--- src/rtl/pc_sequencer_if.sv ---
// Fetch-side bus of pc_sequencer: redirect requests in, program counter and status out.
`default_nettype none

interface pc_sequencer_if #(
  parameter int WIDTH = 32
);
  logic             trg_i;
  logic             stall_i;
  logic             halt_i;
  logic             branch_taken_i;
  logic [WIDTH-1:0] branch_target_i;
  logic             jalr_i;
  logic [WIDTH-1:0] jalr_target_i;
  logic [WIDTH-1:0] pc_o;
  logic [WIDTH-1:0] pc_next_o;
  logic             fetch_valid_o;
  logic             flush_o;
  logic             misalign_o;
  logic             halted_o;
  logic [7:0]       redirect_cnt_o;

  modport master (
    output trg_i, stall_i, halt_i, branch_taken_i, branch_target_i, jalr_i, jalr_target_i,
    input  pc_o, pc_next_o, fetch_valid_o, flush_o, misalign_o, halted_o, redirect_cnt_o
  );

  modport slave (
    input  trg_i, stall_i, halt_i, branch_taken_i, branch_target_i, jalr_i, jalr_target_i,
    output pc_o, pc_next_o, fetch_valid_o, flush_o, misalign_o, halted_o, redirect_cnt_o
  );
endinterface

`default_nettype wire

--- src/rtl/pc_sequencer.sv ---
// pc_sequencer: owns the program counter; arbitrates trap, jump, branch, halt and stall,
// and holds a fixed number of flush bubbles after every redirect.
`default_nettype none

module pc_sequencer #(
  parameter int               WIDTH        = 32,
  parameter logic [WIDTH-1:0] RESET_VEC    = 32'h0,
  parameter logic [WIDTH-1:0] TRAP_VEC     = 32'h5,
  parameter int               FLUSH_CYCLES = 2
) (
  input  wire logic   clk,
  input  wire logic   rst,
  pc_sequencer_if.slave bus
);

  typedef enum logic [1:0] {
    S_IDLE  = 2'd0,
    S_RUN   = 2'd1,
    S_FLUSH = 2'd2,
    S_HALT  = 2'd3
  } state_t;

  state_t           state_q, state_d;
  logic [WIDTH-1:0] pc_q, pc_d;
  logic [3:0]       bub_q, bub_d;
  logic [7:0]       rcnt_q, rcnt_d;
  logic             valid_q, flush_q, mis_q, halted_q;
  logic             mis_d;
  logic             redirect;

  logic [WIDTH-1:0] jalr_tgt;
  logic [WIDTH-1:0] redir_tgt;
  logic             redir_bad;

  assign jalr_tgt  = bus.jalr_target_i & ~{{(WIDTH-1){1'b0}}, 1'b1};
  assign redir_tgt = bus.jalr_i ? jalr_tgt : bus.branch_target_i;
  assign redir_bad = |redir_tgt[1:0];

  always_comb begin
    state_d  = state_q;
    pc_d     = pc_q;
    bub_d    = bub_q;
    rcnt_d   = rcnt_q;
    mis_d    = 1'b0;
    redirect = 1'b0;
    case (state_q)
      S_IDLE: state_d = S_RUN;
      S_RUN: begin
        if (bus.trg_i) begin
          pc_d     = TRAP_VEC;
          redirect = 1'b1;
        end else if (bus.jalr_i || bus.branch_taken_i) begin
          redirect = 1'b1;
          if (redir_bad) begin
            pc_d  = TRAP_VEC;
            mis_d = 1'b1;
          end else begin
            pc_d = redir_tgt;
          end
        end else if (bus.halt_i) begin
          state_d = S_HALT;
        end else if (!bus.stall_i) begin
          pc_d = pc_q + WIDTH'(4);
        end
      end
      S_FLUSH: begin
        // Wrong-path branch/jump/halt are dropped; only a trigger restarts the bubble.
        if (bus.trg_i) begin
          pc_d     = TRAP_VEC;
          redirect = 1'b1;
        end else if (!bus.stall_i) begin
          if (bub_q <= 4'd1) state_d = S_RUN;
          else               bub_d   = bub_q - 4'd1;
        end
      end
      S_HALT: begin
        if (bus.trg_i) begin
          pc_d     = TRAP_VEC;
          redirect = 1'b1;
        end
      end
      default: state_d = S_IDLE;
    endcase
    if (redirect) begin
      state_d = S_FLUSH;
      bub_d   = 4'(FLUSH_CYCLES);
      if (rcnt_q != 8'hFF) rcnt_d = rcnt_q + 8'd1;
    end
  end

  always_ff @(posedge clk or posedge rst) begin
    if (rst) begin
      state_q  <= S_IDLE;
      pc_q     <= RESET_VEC;
      bub_q    <= 4'd0;
      rcnt_q   <= 8'd0;
      valid_q  <= 1'b0;
      flush_q  <= 1'b0;
      mis_q    <= 1'b0;
      halted_q <= 1'b0;
    end else begin
      state_q  <= state_d;
      pc_q     <= pc_d;
      bub_q    <= bub_d;
      rcnt_q   <= rcnt_d;
      valid_q  <= (state_d == S_RUN);
      flush_q  <= (state_d == S_FLUSH);
      mis_q    <= mis_d;
      halted_q <= (state_d == S_HALT);
    end
  end

  assign bus.pc_o           = pc_q;
  assign bus.pc_next_o      = rst ? RESET_VEC : pc_d;
  assign bus.fetch_valid_o  = valid_q;
  assign bus.flush_o        = flush_q;
  assign bus.misalign_o     = mis_q;
  assign bus.halted_o       = halted_q;
  assign bus.redirect_cnt_o = rcnt_q;

endmodule

`default_nettype wire

--- src/flat_wrapper.sv ---
// flat-port wrapper written by rule: the top's interface ports become plain ports
module pc_sequencer_flat 
#(
  parameter int               WIDTH        = 32,
  parameter logic [WIDTH-1:0] RESET_VEC    = 32'h0,
  parameter logic [WIDTH-1:0] TRAP_VEC     = 32'h5,
  parameter int               FLUSH_CYCLES = 2
)
  (clk, rst, bus_trg_i, bus_stall_i, bus_halt_i, bus_branch_taken_i, bus_branch_target_i, bus_jalr_i, bus_jalr_target_i, bus_pc_o, bus_pc_next_o, bus_fetch_valid_o, bus_flush_o, bus_misalign_o, bus_halted_o, bus_redirect_cnt_o);
  pc_sequencer_if #(.WIDTH(WIDTH)) bus_i ();
  input  wire logic clk;
  input  wire logic rst;
  input wire logic [$bits(bus_i.trg_i)-1:0] bus_trg_i;
  input wire logic [$bits(bus_i.stall_i)-1:0] bus_stall_i;
  input wire logic [$bits(bus_i.halt_i)-1:0] bus_halt_i;
  input wire logic [$bits(bus_i.branch_taken_i)-1:0] bus_branch_taken_i;
  input wire logic [$bits(bus_i.branch_target_i)-1:0] bus_branch_target_i;
  input wire logic [$bits(bus_i.jalr_i)-1:0] bus_jalr_i;
  input wire logic [$bits(bus_i.jalr_target_i)-1:0] bus_jalr_target_i;
  output wire logic [$bits(bus_i.pc_o)-1:0] bus_pc_o;
  output wire logic [$bits(bus_i.pc_next_o)-1:0] bus_pc_next_o;
  output wire logic [$bits(bus_i.fetch_valid_o)-1:0] bus_fetch_valid_o;
  output wire logic [$bits(bus_i.flush_o)-1:0] bus_flush_o;
  output wire logic [$bits(bus_i.misalign_o)-1:0] bus_misalign_o;
  output wire logic [$bits(bus_i.halted_o)-1:0] bus_halted_o;
  output wire logic [$bits(bus_i.redirect_cnt_o)-1:0] bus_redirect_cnt_o;
  assign bus_i.trg_i = bus_trg_i;
  assign bus_i.stall_i = bus_stall_i;
  assign bus_i.halt_i = bus_halt_i;
  assign bus_i.branch_taken_i = bus_branch_taken_i;
  assign bus_i.branch_target_i = bus_branch_target_i;
  assign bus_i.jalr_i = bus_jalr_i;
  assign bus_i.jalr_target_i = bus_jalr_target_i;
  assign bus_pc_o = bus_i.pc_o;
  assign bus_pc_next_o = bus_i.pc_next_o;
  assign bus_fetch_valid_o = bus_i.fetch_valid_o;
  assign bus_flush_o = bus_i.flush_o;
  assign bus_misalign_o = bus_i.misalign_o;
  assign bus_halted_o = bus_i.halted_o;
  assign bus_redirect_cnt_o = bus_i.redirect_cnt_o;
  pc_sequencer #(.WIDTH(WIDTH), .RESET_VEC(RESET_VEC), .TRAP_VEC(TRAP_VEC), .FLUSH_CYCLES(FLUSH_CYCLES)) u_core (.clk(clk), .rst(rst), .bus(bus_i));
endmodule
--- config.mk ---
export PLATFORM = sky130hd
export DESIGN_NAME = pc_sequencer_flat
export DESIGN_NICKNAME = d
export VERILOG_FILES = /design/src/rtl/pc_sequencer_if.sv /design/src/rtl/pc_sequencer.sv /design/src/flat_wrapper.sv
export SDC_FILE = /design/constraint.sdc
export NUM_CORES = 1
export LEC_CHECK = 0
export ABC_AREA = 1
export BUFFER_PORTS_ARGS = -buffer_cell sky130_fd_sc_hd__buf_2
export CAP_MARGIN = 10
export CORE_AREA = 4 4 92 94
export DETAILED_ROUTE_END_ITERATION = 7
export DIE_AREA = 0 0 96 98
export PLACE_DENSITY = 0.78
export SYNTH_ARGS = -nofsm -noshare
export SYNTH_HDL_FRONTEND = slang
export SYNTH_SLANG_ARGS = --single-unit
--- constraint.sdc ---
create_clock -name clk -period 3.64 [get_ports clk]
set_clock_uncertainty 0.1 [all_clocks]
set_input_delay 1.092 -clock clk [delete_from_list [all_inputs] [get_ports clk]]
set_output_delay 1.092 -clock clk [all_outputs]
set_load 0.02 [all_outputs]
### After elaboration in Yosys (flattened, before gate mapping)

Cells that the tools add are included.

* register bits: 50

* add/sub/neg operators: 3
* $lt $le $gt $ge: 1
* equal/unequal tests: 10
* muxes and demuxes: 30
* reductions and logical operators: 7

Operators by type and width (count)
* $mux 32: 8
* $pmux 32 s2: 1
* $add 32x3->32 const B: 1
* $mux 4: 5
* $mux 2: 7
* $add 8x1->8 const B: 1
* $eq 2x2->1 const B: 4
* $ne 8x8->1 const B: 1
* $mux 1: 7
* $ne 2x1->1 const B: 3
* $pmux 2 s3: 1
* $eq 2x1->1 const B: 2
* $le 4x1->1 const B: 1
* $reduce_and 4->1: 1
* $reduce_or 2->1: 2
* $sub 4x1->4 const B: 1
* $logic_not 2->1: 1
* $pmux 1 s2: 1
* $reduce_and 2->1: 1
* $reduce_bool 2->1: 1
* $logic_or 1x1->1: 1

### Depth between registers and ports, before layout

Gate-level depths: netlist (run 1).

* depth after elaboration: 7
* depth in mapped cells: 10
* gate-level depth less buffers: 10

### Worst setup path after synthesis (run 1)

Ideal clock, no wire load.

* kind: input -> output
* start: input port rst
* end: output port bus_pc_next_o[2]
* arrival time: 2513 ps
* data required time: 2448 ps
* path slack: -65 ps
* stages: 2
* buffers on the path: 0
* cells stage by stage: inv_1 > and2_1

* longest elaborated chain between the ends: 1

Ends and longest elaborated chain
* start, declared: RTL line flat_wrapper.sv:12 `input wire logic rst;`
* $mux 32: RTL line pc_sequencer.sv:114 `assign bus.pc_next_o = rst ? RESET_VEC : pc_d;`
* end, declared: RTL line flat_wrapper.sv:21 `output wire logic [$bits(bus_i.pc_next_o)-1:0] bus_pc_next_o;`

Every way passes these cells.

### Worst setup path after layout (run 1)

* start: input port bus_branch_target_i[0]
* end: output port bus_pc_next_o[10]

* longest elaborated chain between the ends: 7

Ends and longest elaborated chain
* start, declared: RTL line flat_wrapper.sv:17 `input wire logic [$bits(bus_i.branch_target_i)-1:0] bus_branch_target_i;`
* $mux 32: RTL line pc_sequencer.sv:36 `assign redir_tgt = bus.jalr_i ? jalr_tgt : bus.branch_target_i;`
* $reduce_or 2->1: RTL line pc_sequencer.sv:37 `assign redir_bad = |redir_tgt[1:0];`
* $mux 32: RTL line pc_sequencer.sv:54 `if (redir_bad) begin`
* $mux 32: RTL line pc_sequencer.sv:52 `end else if (bus.jalr_i || bus.branch_taken_i) begin`
* $mux 32: RTL line pc_sequencer.sv:49 `if (bus.trg_i) begin`
* $pmux 32 s2: RTL line pc_sequencer.sv:46 `case (state_q)`
* $mux 32: RTL line pc_sequencer.sv:114

Every way passes these cells.

==> metrics.txt, run 1 <==
Fmax=276 MHz; critical path class=in2out; Post-Syn Area=3730 um2; Least-Margin Pin Slew=0.677 ns; ANT nets after route=0; area delta synth->final=36.0%; IO Count=147; die area=9410 um2; Longest Clk Path Bufs=2; Ys Warns=0; Lkg Pwr=2.56 nW; root buf cell=clkbuf_8; FP Rows=32; Commonest cells post-synth=nand2_1, nor2_1, inv_1; slew margin rel.=54.9%; vias in the first global route=4183; fin util=66.3%; most common cell in the synthesized netlist=nand2_1; Tmin final=3.62 ns; Clock Sink Count=50; # setup viols final=0; Clock H-tree levels=2; fill count=700; DIE HEIGHT=98 um; Detail Placement HPWL=9150 um; Reg clk slew, reported paths=0.09 ns; Remaining Overflow, GRT=0; Worst VDD drop=0.357 mV; Synth top area share=33.6%; Pins Over Slew Limit=0; syn_nets=629; drt pass-1 iters=4; first-pass GRT wire length=19300 um; TritonCTS Buffers=5; Ant. Diodes=0; mean post-synth cell area=6.73 um2; Main synth FF type=dfrtp_1; Gate Count Post-Synth=554; via count=4480; Yosys reg bits=50; Placed Cells=803; Remaining DRCs=0; number of synthesized flops with an enable pin=0; CTS tree=built; Routed WL=12600 um; CP max FO=6; DR iter-0 viols=207; fin nets=793; outcome=completed; Clock Latency Late Sink=0.31 ns; initial core utilization=48.7%; share of cells above drive strength 1=32.8%; Worst EP arrival=2.43 ns; Hold Path Class=reg2reg; Via density=5.46; non-filler cells in the finished layout=821; RSZ-0062 raised after global routing=true; asr flop ratio synth=100%; final hold vios=0; # hold bufs at CTS=0; Critical Path Start Type=primary input; port buffer count=145; antenna violations before repair=0; largest net degree at the start of global routing=51; Die Wd=96 um; GP Congestion=0.883; CP endpoint kind=primary output; DR WL/cell=15.4 um; Total Routing Usage GR=25.3%; CORE AREA=7650 um2; P per Cell Area=405 nW/um2; synth top area cells=dfrtp_1, nand2_1, nor2_1; Max Cap Viol=0; Unique masters post-synth=40; period utilization=99.5%; sequential share of the synthesized area=33.6%; Critical Path RT=2.45 ns; area leader, netlist=dfrtp_1
[per-stage QoR]
stage / TNS, ns / setup slack (ns) / total power, mW / hold slack (ns) / area, um2
after detailed placement: -0.239 / -0.0467 / 1.60 / 0.396 / 4660
final: 0 / 0.0172 / 2.05 / 0.411 / 5070
after global placement: -0.0122 / -0.0122 / 1.56 / 0.396 / 4660
after CTS: -0.0290 / -0.0290 / 2.01 / 0.411 / 4790
after floorplan: 0 / 0.187 / 1.30 / 0.442 / 3730
after global routing: -0.136 / -0.0379 / 2.19 / 0.428 / 5070
[path summary, 6_finish.rpt]
path | startpoint | end | slack (ns) | cells after the start
worst min register to register | u_core.bus.redirect_cnt_o[3]$_DFFE_PP0P_ | u_core.bus.redirect_cnt_o[3]$_DFFE_PP0P_ | 0.41 | 1
worst max register to register | u_core.state_q[1]$_DFF_PP0_ | u_core.bus.pc_o[9]$_DFF_PP0_ | 1.84 | 9
worst min-delay path | u_core.bus.redirect_cnt_o[3]$_DFFE_PP0P_ | u_core.bus.redirect_cnt_o[3]$_DFFE_PP0P_ | 0.41 | 1
worst max-delay path | bus_branch_target_i[0] | bus_pc_next_o[10] | 0.02 | 11
max in group asynchronous | rst | u_core.bus.pc_o[28]$_DFF_PP0_ | 1.85 | 3
min in group asynchronous | rst | u_core.bus.redirect_cnt_o[7]$_DFFE_PP0P_ | 1.13 | 3
[metal layers]
layer / GRT usage [%] / vias to the layer above / part of all wire [%] / wire [um]
met3: 5.16 / 20 / 7.8 / 987
met2: 43.0 / 183 / 50 / 6320
met5: 0 / - / 0 / 0
met1: 32.2 / 2118 / 40 / 5090
met4: 7.00 / 0 / 1.7 / 218
li1: - / 2159 / - / -
[registers in the layout (all words and copies together), names as in the netlist]
signal                     count
u_core.bus.flush_o             1
u_core.state_q                 2
u_core.bub_q                   4
u_core.bus.fetch_valid_o       1
u_core.bus.halted_o            1
u_core.bus.misalign_o          1
u_core.bus.redirect_cnt_o      8
u_core.bus.pc_o               32
[report_power, final]
part | switching (mW) | internal [mW]
clock | 0.200 | 0.205
combinational | 0.534 | 0.314
sequential | 0.127 | 0.670
total | 0.861 | 1.19
[cell families (layout without fill, tap and decap cells)]
group | count (synthesis) | in the layout | share of synthesized area (%)
simple gates | 317 | 319 | 39.1
buf+inv | 71 | 234 | 8.63
xor+xnor | 7 | 7 | 1.65
compound gates | 105 | 105 | 15.7
fa+ha+maj | 4 | 4 | 1.34
flops | 50 | 50 | 33.6
[worst max-delay path, stage by stage]
cell,delay (ns)
buf_2,0.11
nor2_4,0.12
nand2_2,0.06
o21ai_2,0.06
or2_4,0.20
nand2_8,0.10
buf_12,0.16
nor2_2,0.09
o21ai_1,0.10
a21oi_1,0.17
buf_4,0.16
[cell type report]
cell class	count	area, um2	share of cell area (%)
clock buffers	6	72.6	1.43
clock inverters	2	37.5	0.741
inverters	54	214	4.22
multi-input cells	435	2270	44.8
flip-flops and latches	50	1250	24.7
well taps	102	128	2.52
repair buffers	172	1100	21.6
[what timing repair did]
action,in CTS,in global routing
setup endpoints to repair,15,31
pin swaps,0,12
gates cloned,0,3
resized for setup,6,57
buffers inserted,0,7
[layout by cell type (no fill, tap or decap), types with 2 or more instances in the layout]
cell,synthesis,layout
nand2_1,165,161
buf_2,5,124
nor2_1,62,53
dfrtp_1,50,50
inv_1,51,49
nand3_1,37,36
buf_4,5,35
a21oi_1,35,29
o22ai_1,28,27
o21ai_0,29,24
nor2_2,4,11
nor3_1,11,11
a21oi_2,4,10
nor2_4,7,9
o21ai_1,5,9
nand2_2,5,8
nand4_1,7,7
xor2_1,6,6
nand3b_1,6,6
buf_6,2,6
buf_12,0,6
clkbuf_8,1,5
nand2_4,3,4
ha_1,4,4
o21ai_2,1,2
nand3_4,2,2
nand3_2,0,2
and2_1,2,2
clkinvlp_4,0,2
and3_1,2,2
Power figures use the tool's default switching activity.
==> run 2: changes to the inputs <==
--- a/config.mk
+++ b/config.mk
@@ -6,12 +6,13 @@
 export NUM_CORES = 1
 export LEC_CHECK = 0
 export ABC_AREA = 1
-export BUFFER_PORTS_ARGS = -buffer_cell sky130_fd_sc_hd__buf_2
 export CAP_MARGIN = 10
-export CORE_AREA = 4 4 92 94
+export CORE_AREA = 4 4 96 98
+export CTS_CLUSTER_SIZE = 8
 export DETAILED_ROUTE_END_ITERATION = 7
-export DIE_AREA = 0 0 96 98
-export PLACE_DENSITY = 0.78
+export DIE_AREA = 0 0 100 102
+export DONT_BUFFER_PORTS = 1
+export PLACE_DENSITY = 0.57
 export SYNTH_ARGS = -nofsm -noshare
 export SYNTH_HDL_FRONTEND = slang
 export SYNTH_SLANG_ARGS = --single-unit
==> run 2 against run 1 <==
Final cell count shrank 16%. First-iteration DRC count shrank 43%. Worst setup slack gained 0.11 ns. Sequential share of layout area grew 5.0 points. Register-to-register slack lost 0.11 ns. Die area grew 8.4%. Critical path depth shrank 3. Total power shrank 11%. Sequential power grew 14%. Non-clock buffer count shrank 133. Clock power shrank 11%. Largest cell class unchanged.
==> metrics.txt, run 2 (synthesized netlist as in run 1, its figures left out) <==
outcome=completed (unchanged); period utilization=96.5% (was 99.5%); Detail Placement HPWL=8370 um (was 9150 um); critical path cell sequence=nor2_1 -> nand2_1 -> o21ai_2 -> or2_4 -> nand2_4 -> o21ai_0 -> a21oi_1 -> buf_4 (was buf_2 -> nor2_4 -> nand2_2 -> o21ai_2 -> or2_4 -> nand2_8 -> buf_12 -> nor2_2 -> o21ai_1 -> a21oi_1 -> buf_4); max incr delay on CP=0.26 ns (was 0.20 ns); total power=1.83 mW (was 2.05 mW); power share of the combinational group=30.9% (was 41.4%); CP max-delay cell=o21ai_0 (was or2_4); antenna violations before repair=0 (unchanged); CORE AREA=8470 um2 (was 7650 um2); root buf cell=clkbuf_8 (unchanged); drt pass-1 iters=4 (unchanged); via count=3773 (was 4480); Reg clk slew, reported paths=0.10 ns (was 0.09 ns); die area=10200 um2 (was 9410 um2); max reg flops=32 (unchanged); # hold bufs at CTS=0 (unchanged); Routed WL=11300 um (was 12600 um); postcts setup bufs=0 (unchanged); Die Wd=100 um (was 96 um); Worst EP arrival=2.32 ns (was 2.43 ns); Flop pwr share=49.4% (was 38.9%); Ant. Diodes=0 (unchanged); Remaining DRCs=0 (unchanged); TritonCTS Buffers=5 (unchanged); Total Routing Usage GR=21.6% (was 25.3%); reg2reg start=u_core.bus.pc_o[3]$_DFF_PP0_ (was u_core.state_q[1]$_DFF_PP0_); placed cell area=4080 um2 (was 4660 um2); Critical Path RT=2.45 ns (about the same); final setup margin=0.126 ns (was 0.0172 ns); Worst VDD drop=0.314 mV (was 0.357 mV); largest net degree at the start of global routing=51 (unchanged); GP Congestion=0.826 (was 0.883); Reg2Reg Depth=10 (was 9); ANT nets after route=0 (unchanged); Pins Over Slew Limit=0 (unchanged); commonest non-fill, non-tap cell in the layout=nand2_1 (unchanged); critical path class=in2out (unchanged); commonest non-fill, non-tap cells in the layout=nand2_1, nor2_1, inv_1, dfrtp_1, nand3_1 (was nand2_1, buf_2, nor2_1, dfrtp_1, inv_1); FP Rows=34 (was 32); CP endpoint kind=primary output (unchanged); Tmin final=3.51 ns (was 3.62 ns); hold path cells=2 (was 1); Remaining Overflow, GRT=0 (unchanged); Clock Sink Count=50 (unchanged); port buffer count=0 (was 145); initial core utilization=44.0% (was 48.7%); area delta synth->final=13.1% (was 36.0%); clock network power share=19.7% (was 19.8%); switching share of power=43.7% (was 42.0%); Fmax=285 MHz (was 276 MHz); Max Cap Viol=0 (unchanged); Hold Path Class=reg2reg (unchanged); CP top delay family=simple AND/OR/NAND/NOR gates (unchanged); Lkg Pwr=1.92 nW (was 2.56 nW); internal power=1.03 mW (was 1.19 mW); P per Cell Area=434 nW/um2 (was 405 nW/um2); final hold vios=0 (unchanged); Critical Path Start Type=primary input (unchanged); Worst Path Buf+Inv=1 (was 3); slew margin rel.=54.8% (was 54.9%); Least-Margin Pin Slew=0.678 ns (was 0.677 ns); worst r2r dst=u_core.bus.pc_o[28]$_DFF_PP0_ (was u_core.bus.pc_o[9]$_DFF_PP0_); CP max FO=14 (was 6); vias in the first global route=3662 (was 4183); Final TNS setup=0 ns (unchanged); IO Count=147 (unchanged); DIE HEIGHT=102 um (was 98 um); Via density=5.44 (was 5.46); RSZ-0062 raised after global routing=true (unchanged); CTS tree=built (unchanged); Longest Clk Path Bufs=2 (unchanged); share of cells above drive strength 1=14.4% (was 32.8%); fin nets=659 (was 793); DR WL/cell=16.4 um (was 15.4 um); hold_sp=u_core.bub_q[1]$_DFFE_PP0P_ (was u_core.bus.redirect_cnt_o[3]$_DFFE_PP0P_); # setup viols final=0 (unchanged); Psw=0.801 mW (was 0.861 mW); hold endpoint=u_core.bub_q[1]$_DFFE_PP0P_ (was u_core.bus.redirect_cnt_o[3]$_DFFE_PP0P_); Clock H-tree levels=2 (unchanged); Clock Latency Late Sink=0.31 ns (about the same); Design Area, Final=4220 um2 (was 5070 um2); DR iter-0 viols=117 (was 207); setup slack, reg-to-reg=1.73 ns (was 1.84 ns); CTS resizes=0 (was 6); first-pass GRT wire length=17900 um (was 19300 um); Post-Place Worst Slack=0.0103 ns (was -0.0467 ns)
## run 2: cell count changes in the layout (fill, tap and decap cells not counted), moves of 4 or more
cell / previous run / this run
buf_2: 124 / 0
a21oi_1: 29 / 35
a21oi_2: 10 / 4
buf_6: 6 / 0
nor2_1: 53 / 59
nor2_2: 11 / 6
o21ai_0: 24 / 29
o21ai_1: 9 / 5
## run 2: worst register-to-register path, cell delays in order (launching register included)
cell	delay, ns
dfrtp_1	0.57
ha_1	0.27
nand2_1	0.10
nor2_4	0.18
nand3_4	0.14
clkinv_4	0.11
nand2_1	0.05
nand2_1	0.05
nand3_1	0.07
nand2_1	0.10
nand2_1	0.06
## run 2: worst max-delay path by stage
stage | from | end | slack, ns | cells past startpoint
final | bus_branch_target_i[0] | bus_pc_next_o[0] | 0.13 | 8
after global routing | bus_branch_target_i[0] | bus_pc_next_o[0] | -0.01 | 8
after CTS | bus_branch_target_i[0] | bus_pc_next_o[14] | 0.01 | 9
after detailed placement | bus_branch_target_i[0] | bus_pc_next_o[14] | 0.01 | 9
after global placement | bus_branch_target_i[0] | bus_pc_next_o[5] | 0.04 | 9
after floorplan | rst | bus_pc_next_o[2] | 0.19 | 2
## run 2: cell type report
| cell class | instances | area, um2 |
|---|---|---|
| flip-flops and latches | 50 | 1250 |
| inverters | 54 | 211 |
| multi-input cells | 434 | 2190 |
| well taps | 108 | 135 |
| fillers | 906 | 4250 |
| clock inverters | 2 | 16.3 |
| clock buffers | 6 | 82.6 |
| repair buffers | 39 | 330 |
## run 2: per-layer routing
metal | GRT usage (%) | wire length [um] | vias up
met3 | 5.87 | 858 | 11
met4 | 4.77 | 178 | 0
met1 | 25.1 | 4640 | 1771
met2 | 39.8 | 5660 | 100
met5 | 0 | 0 | -
li1 | - | - | 1891
## run 2: per-stage QoR
step	utilization [%]	hold slack (ns)	instances
after CTS	49.4	0.493	692
after global placement	48.2	0.468	684
final	49.8	0.498	693
after detailed placement	48.2	0.474	684
after floorplan	-	0.442	554
after global routing	49.8	0.516	693
## run 2: power groups by stage
stage	clock network (mW)	logic (mW)	registers [mW]
2_1_floorplan	0	0.420	0.876
3_3_place_gp	0	0.545	0.913
3_5_place_dp	0	0.566	0.913
4_1_cts	0.378	0.564	0.906
5_1_grt	0.393	0.647	0.926
6_report	0.361	0.566	0.905
==> run 3: changes to the inputs <==
--- a/config.mk
+++ b/config.mk
@@ -5,14 +5,14 @@
 export SDC_FILE = /design/constraint.sdc
 export NUM_CORES = 1
 export LEC_CHECK = 0
-export ABC_AREA = 1
 export CAP_MARGIN = 10
-export CORE_AREA = 4 4 96 98
+export CORE_AREA = 4 4 81 120
 export CTS_CLUSTER_SIZE = 8
 export DETAILED_ROUTE_END_ITERATION = 7
-export DIE_AREA = 0 0 100 102
+export DIE_AREA = 0 0 85 124
 export DONT_BUFFER_PORTS = 1
-export PLACE_DENSITY = 0.57
+export MAX_ROUTING_LAYER = met4
+export PLACE_DENSITY = 0.56
 export SYNTH_ARGS = -nofsm -noshare
 export SYNTH_HDL_FRONTEND = slang
 export SYNTH_SLANG_ARGS = --single-unit
==> run 3 against run 2 <==
The flow now finishes with violations (setup timing). Synthesized cell count decreased by 14%. Final area is 24% higher. Non-clock buffer count rose by 53. Worst setup slack worse by 0.68 ns. Sequential share of layout area down 5.8 points. Utilization grew 9.8 points. First-iteration DRC count rose by 140%. Clock power rose by 37%. Largest power group unchanged.
==> metrics.txt, run 3 <==
hold endpoint=u_core.bub_q[3]$_DFFE_PP0P_ (was u_core.bub_q[1]$_DFFE_PP0P_); Design Area, Final=5230 um2 (was 4220 um2); DR WL/cell=22.3 um (was 16.4 um); Longest Clk Path Bufs=2 (unchanged); RSZ-0062 raised after global routing=true (unchanged); Clock Latency Late Sink=0.30 ns (was 0.31 ns); reg2reg start=u_core.bus.pc_o[4]$_DFF_PP0_ (was u_core.bus.pc_o[3]$_DFF_PP0_); Unique masters post-synth=64 (was 40); Clock Sink Count=50 (unchanged); Max Cap Viol=0 (unchanged); Worst Path Buf+Inv=0 (was 1); Synth Area in Adders=1.31% (was 1.34%); Die Wd=85 um (was 100 um); IO Count=147 (unchanged); outcome=finished, violations left (was completed); worst r2r dst=u_core.bus.pc_o[31]$_DFF_PP0_ (was u_core.bus.pc_o[28]$_DFF_PP0_); asr flop ratio synth=100% (unchanged); P per Cell Area=372 nW/um2 (was 434 nW/um2); synth top area cells=dfrtp_1, a21oi_1, nand2_1 (was dfrtp_1, nand2_1, nor2_1); first-pass GRT wire length=21800 um (was 17900 um); Total Routing Usage GR=27.2% (was 21.6%); Main synth FF type=dfrtp_1 (unchanged); fill count=793 (was 906); CP top delay family=simple AND/OR/NAND/NOR gates (unchanged); failing checks=setup timing; Synth top area share=32.9% (was 33.6%); max incr delay on CP=0.51 ns (was 0.26 ns); final setup margin=-0.554 ns (was 0.126 ns); largest family of logic cells by synthesized area=simple AND/OR/NAND/NOR gates (unchanged); Critical Path RT=2.45 ns (about the same); FP Rows=42 (was 34); port buffer count=0 (unchanged); drt pass-1 iters=5 (was 4); critical path cell sequence=or3b_4 -> or4_4 -> or4_4 -> o31a_1 -> a21oi_4 (was nor2_1 -> nand2_1 -> o21ai_2 -> or2_4 -> nand2_4 -> o21ai_0 -> a21oi_1 -> buf_4); area leader, netlist=dfrtp_1 (unchanged); Pins Over Slew Limit=0 (unchanged); setup slack, reg-to-reg=1.17 ns (was 1.73 ns); critical path class=in2out (unchanged); Least-Margin Pin Slew=0.659 ns (was 0.678 ns); Hold Path Class=reg2reg (unchanged); syn_nets=550 (was 629); Commonest cells post-synth=dfrtp_1, nand2_1, a21oi_1 (was nand2_1, nor2_1, inv_1); vias in the first global route=4188 (was 3662); number of synthesized flops with an enable pin=0 (unchanged); Detail Placement HPWL=11100 um (was 8370 um); GP Congestion=0.961 (was 0.826); Lkg Pwr=2.16 nW (was 1.92 nW); final hold vios=0 (unchanged); Post-Synth Simple-Gate Area=30.2% (was 39.1%); Critical Path Start Type=primary input (unchanged); commonest non-fill, non-tap cells in the layout=buf_4, dfrtp_1, nand2_1, a21oi_1, nor2_1 (was nand2_1, nor2_1, inv_1, dfrtp_1, nand3_1); share of cells above drive strength 1=33.8% (was 14.4%); Fmax=238 MHz (was 285 MHz); Ys Warns=0 (unchanged); # hold bufs at CTS=0 (unchanged); CP max-delay cell=or4_4 (was o21ai_0); Remaining Overflow, GRT=0 (unchanged); TritonCTS Buffers=5 (unchanged); Reg2Reg Depth=5 (was 10); CORE AREA=8780 um2 (was 8470 um2); commonest non-fill, non-tap cell in the layout=buf_4 (was nand2_1); root buf cell=clkbuf_16 (was clkbuf_8); via count=4256 (was 3773); fin nets=621 (was 659); DR iter-0 viols=276 (was 117); hold_sp=u_core.bub_q[3]$_DFFE_PP0P_ (was u_core.bub_q[1]$_DFFE_PP0P_); CTS tree=built (unchanged); hold path cells=2 (unchanged); sequential share of the synthesized area=32.9% (was 33.6%); post-synthesis xor/xnor area fraction=1.61% (was 1.65%); antenna violations before repair=0 (unchanged); Ant. Diodes=0 (unchanged); mux cell area share after synthesis=2.46% (was 0%); fin util=59.6% (was 49.8%); max reg flops=32 (unchanged); most common cell in the synthesized netlist=dfrtp_1 (was nand2_1); mean post-synth cell area=8.02 um2 (was 6.73 um2); largest net degree at the start of global routing=42 (was 51); period utilization=115% (was 96.5%); Compound-Gate Fraction of Synth Area=27.1% (was 15.7%); Tmin final=4.19 ns (was 3.51 ns); ANT nets after route=0 (unchanged); CP max FO=8 (was 14); # setup viols final=18 (was 0); Post-Syn Area=3810 um2 (was 3730 um2); placed cell area=4730 um2 (was 4080 um2); DIE HEIGHT=124 um (was 102 um); Remaining DRCs=0 (unchanged); die area=10500 um2 (was 10200 um2); CP endpoint kind=primary output (unchanged); Worst VDD drop=0.386 mV (was 0.314 mV); Routed WL=14700 um (was 11300 um); initial core utilization=43.4% (was 44.0%); Clock H-tree levels=2 (unchanged); Final TNS setup=-2.98 ns (was 0 ns); slew margin rel.=55.9% (was 54.8%); Via density=6.48 (was 5.44); area delta synth->final=37.4% (was 13.1%); Gate Count Post-Synth=475 (was 554); Worst EP arrival=3.00 ns (was 2.32 ns); Reg clk slew, reported paths=0.07 ns (was 0.10 ns); Crit path top cell by count=or4_4; Yosys reg bits=50 (unchanged)
## run 3: cell count changes in the layout (fill, tap and decap cells not counted), sizes merged, moves of 8 or more
cell,before,now
nand2b,0,8
nand2,174,41
a31oi,1,12
nor2b,0,10
nand3,39,22
inv,52,17
nor2,74,32
buf,39,91
nor3b,0,10
o21ai,35,22
and3,2,10
o22ai,28,11
and2,2,17
## run 3: worst min-delay path, cell delays in order, from the launching register on
cell	delay, ns
dfrtp_1	0.40
nand2_1	0.06
mux2i_1	0.05
## run 3: cells by family after synthesis
| group | after synthesis |
|---|---|
| buffers and inverters | 43 |
| flip-flops | 50 |
| adder cells (fa/ha/maj) | 4 |
| multiplexers | 9 |
| AND/OR/NAND/NOR | 209 |
| AO/OA/AOI/OAI | 153 |
| XOR/XNOR | 7 |
## run 3: how the worst max path moves through the flow
stage                startpoint  depth (start not counted)  slack [ns]           endpoint
detailed placement  bus_stall_i                          5       -0.60  bus_pc_next_o[31]
floorplan           bus_stall_i                          5       -0.53  bus_pc_next_o[25]
finish              bus_stall_i                          5       -0.55  bus_pc_next_o[31]
global route        bus_stall_i                          5       -0.58  bus_pc_next_o[31]
global placement    bus_stall_i                          5       -0.59  bus_pc_next_o[31]
CTS                 bus_stall_i                          5       -0.56  bus_pc_next_o[31]
## run 3: stage by stage
stage	setup WS, ns	hold slack, ns	cells	power [mW]
after floorplan	-0.527	0.411	475	1.23
after global placement	-0.590	0.448	634	1.42
after detailed placement	-0.601	0.453	634	1.43
after CTS	-0.559	0.454	646	1.94
after global routing	-0.584	0.460	657	2.05
final	-0.554	0.457	657	1.95
## run 3: routing by layer
| metal | global-route usage (%) | up-vias | routed length, um |
|---|---|---|---|
| met4 | 13.1 | 0 | 638 |
| li1 | - | 1946 | - |
| met1 | 28.5 | 2082 | 5210 |
| met2 | 48.2 | 185 | 7790 |
| met3 | 5.89 | 43 | 1020 |
| met5 | - | - | 0 |
## run 3: cell type report
cell class / instances / area, um2 / share of cell area, %
Tap cell: 110 / 138 / 2.63
Clock inverter: 3 / 26.3 / 0.502
Clock buffer: 5 / 125 / 2.39
Inverter: 15 / 56.3 / 1.08
Timing Repair Buffer: 92 / 828 / 15.8
Sequential cell: 50 / 1250 / 23.9
Multi-Input combinational cell: 382 / 2810 / 53.7
## run 3: repair_timing
action | CTS | global route
setup buffers | 4 | 9
cloned | 0 | 2
endpoints found under the setup margin | 18 | 23
gates resized for setup | 24 | 32
pin swaps | 11 | 14
## run 3: power breakdown
group | internal, mW | switching, mW | total, mW | leakage, nW
clock | 0.262 | 0.232 | 0.494 | 0.0748
sequential | 0.653 | 0.174 | 0.827 | 0.658
combinational | 0.270 | 0.358 | 0.628 | 1.43
total | 1.18 | 0.764 | 1.95 | 2.16
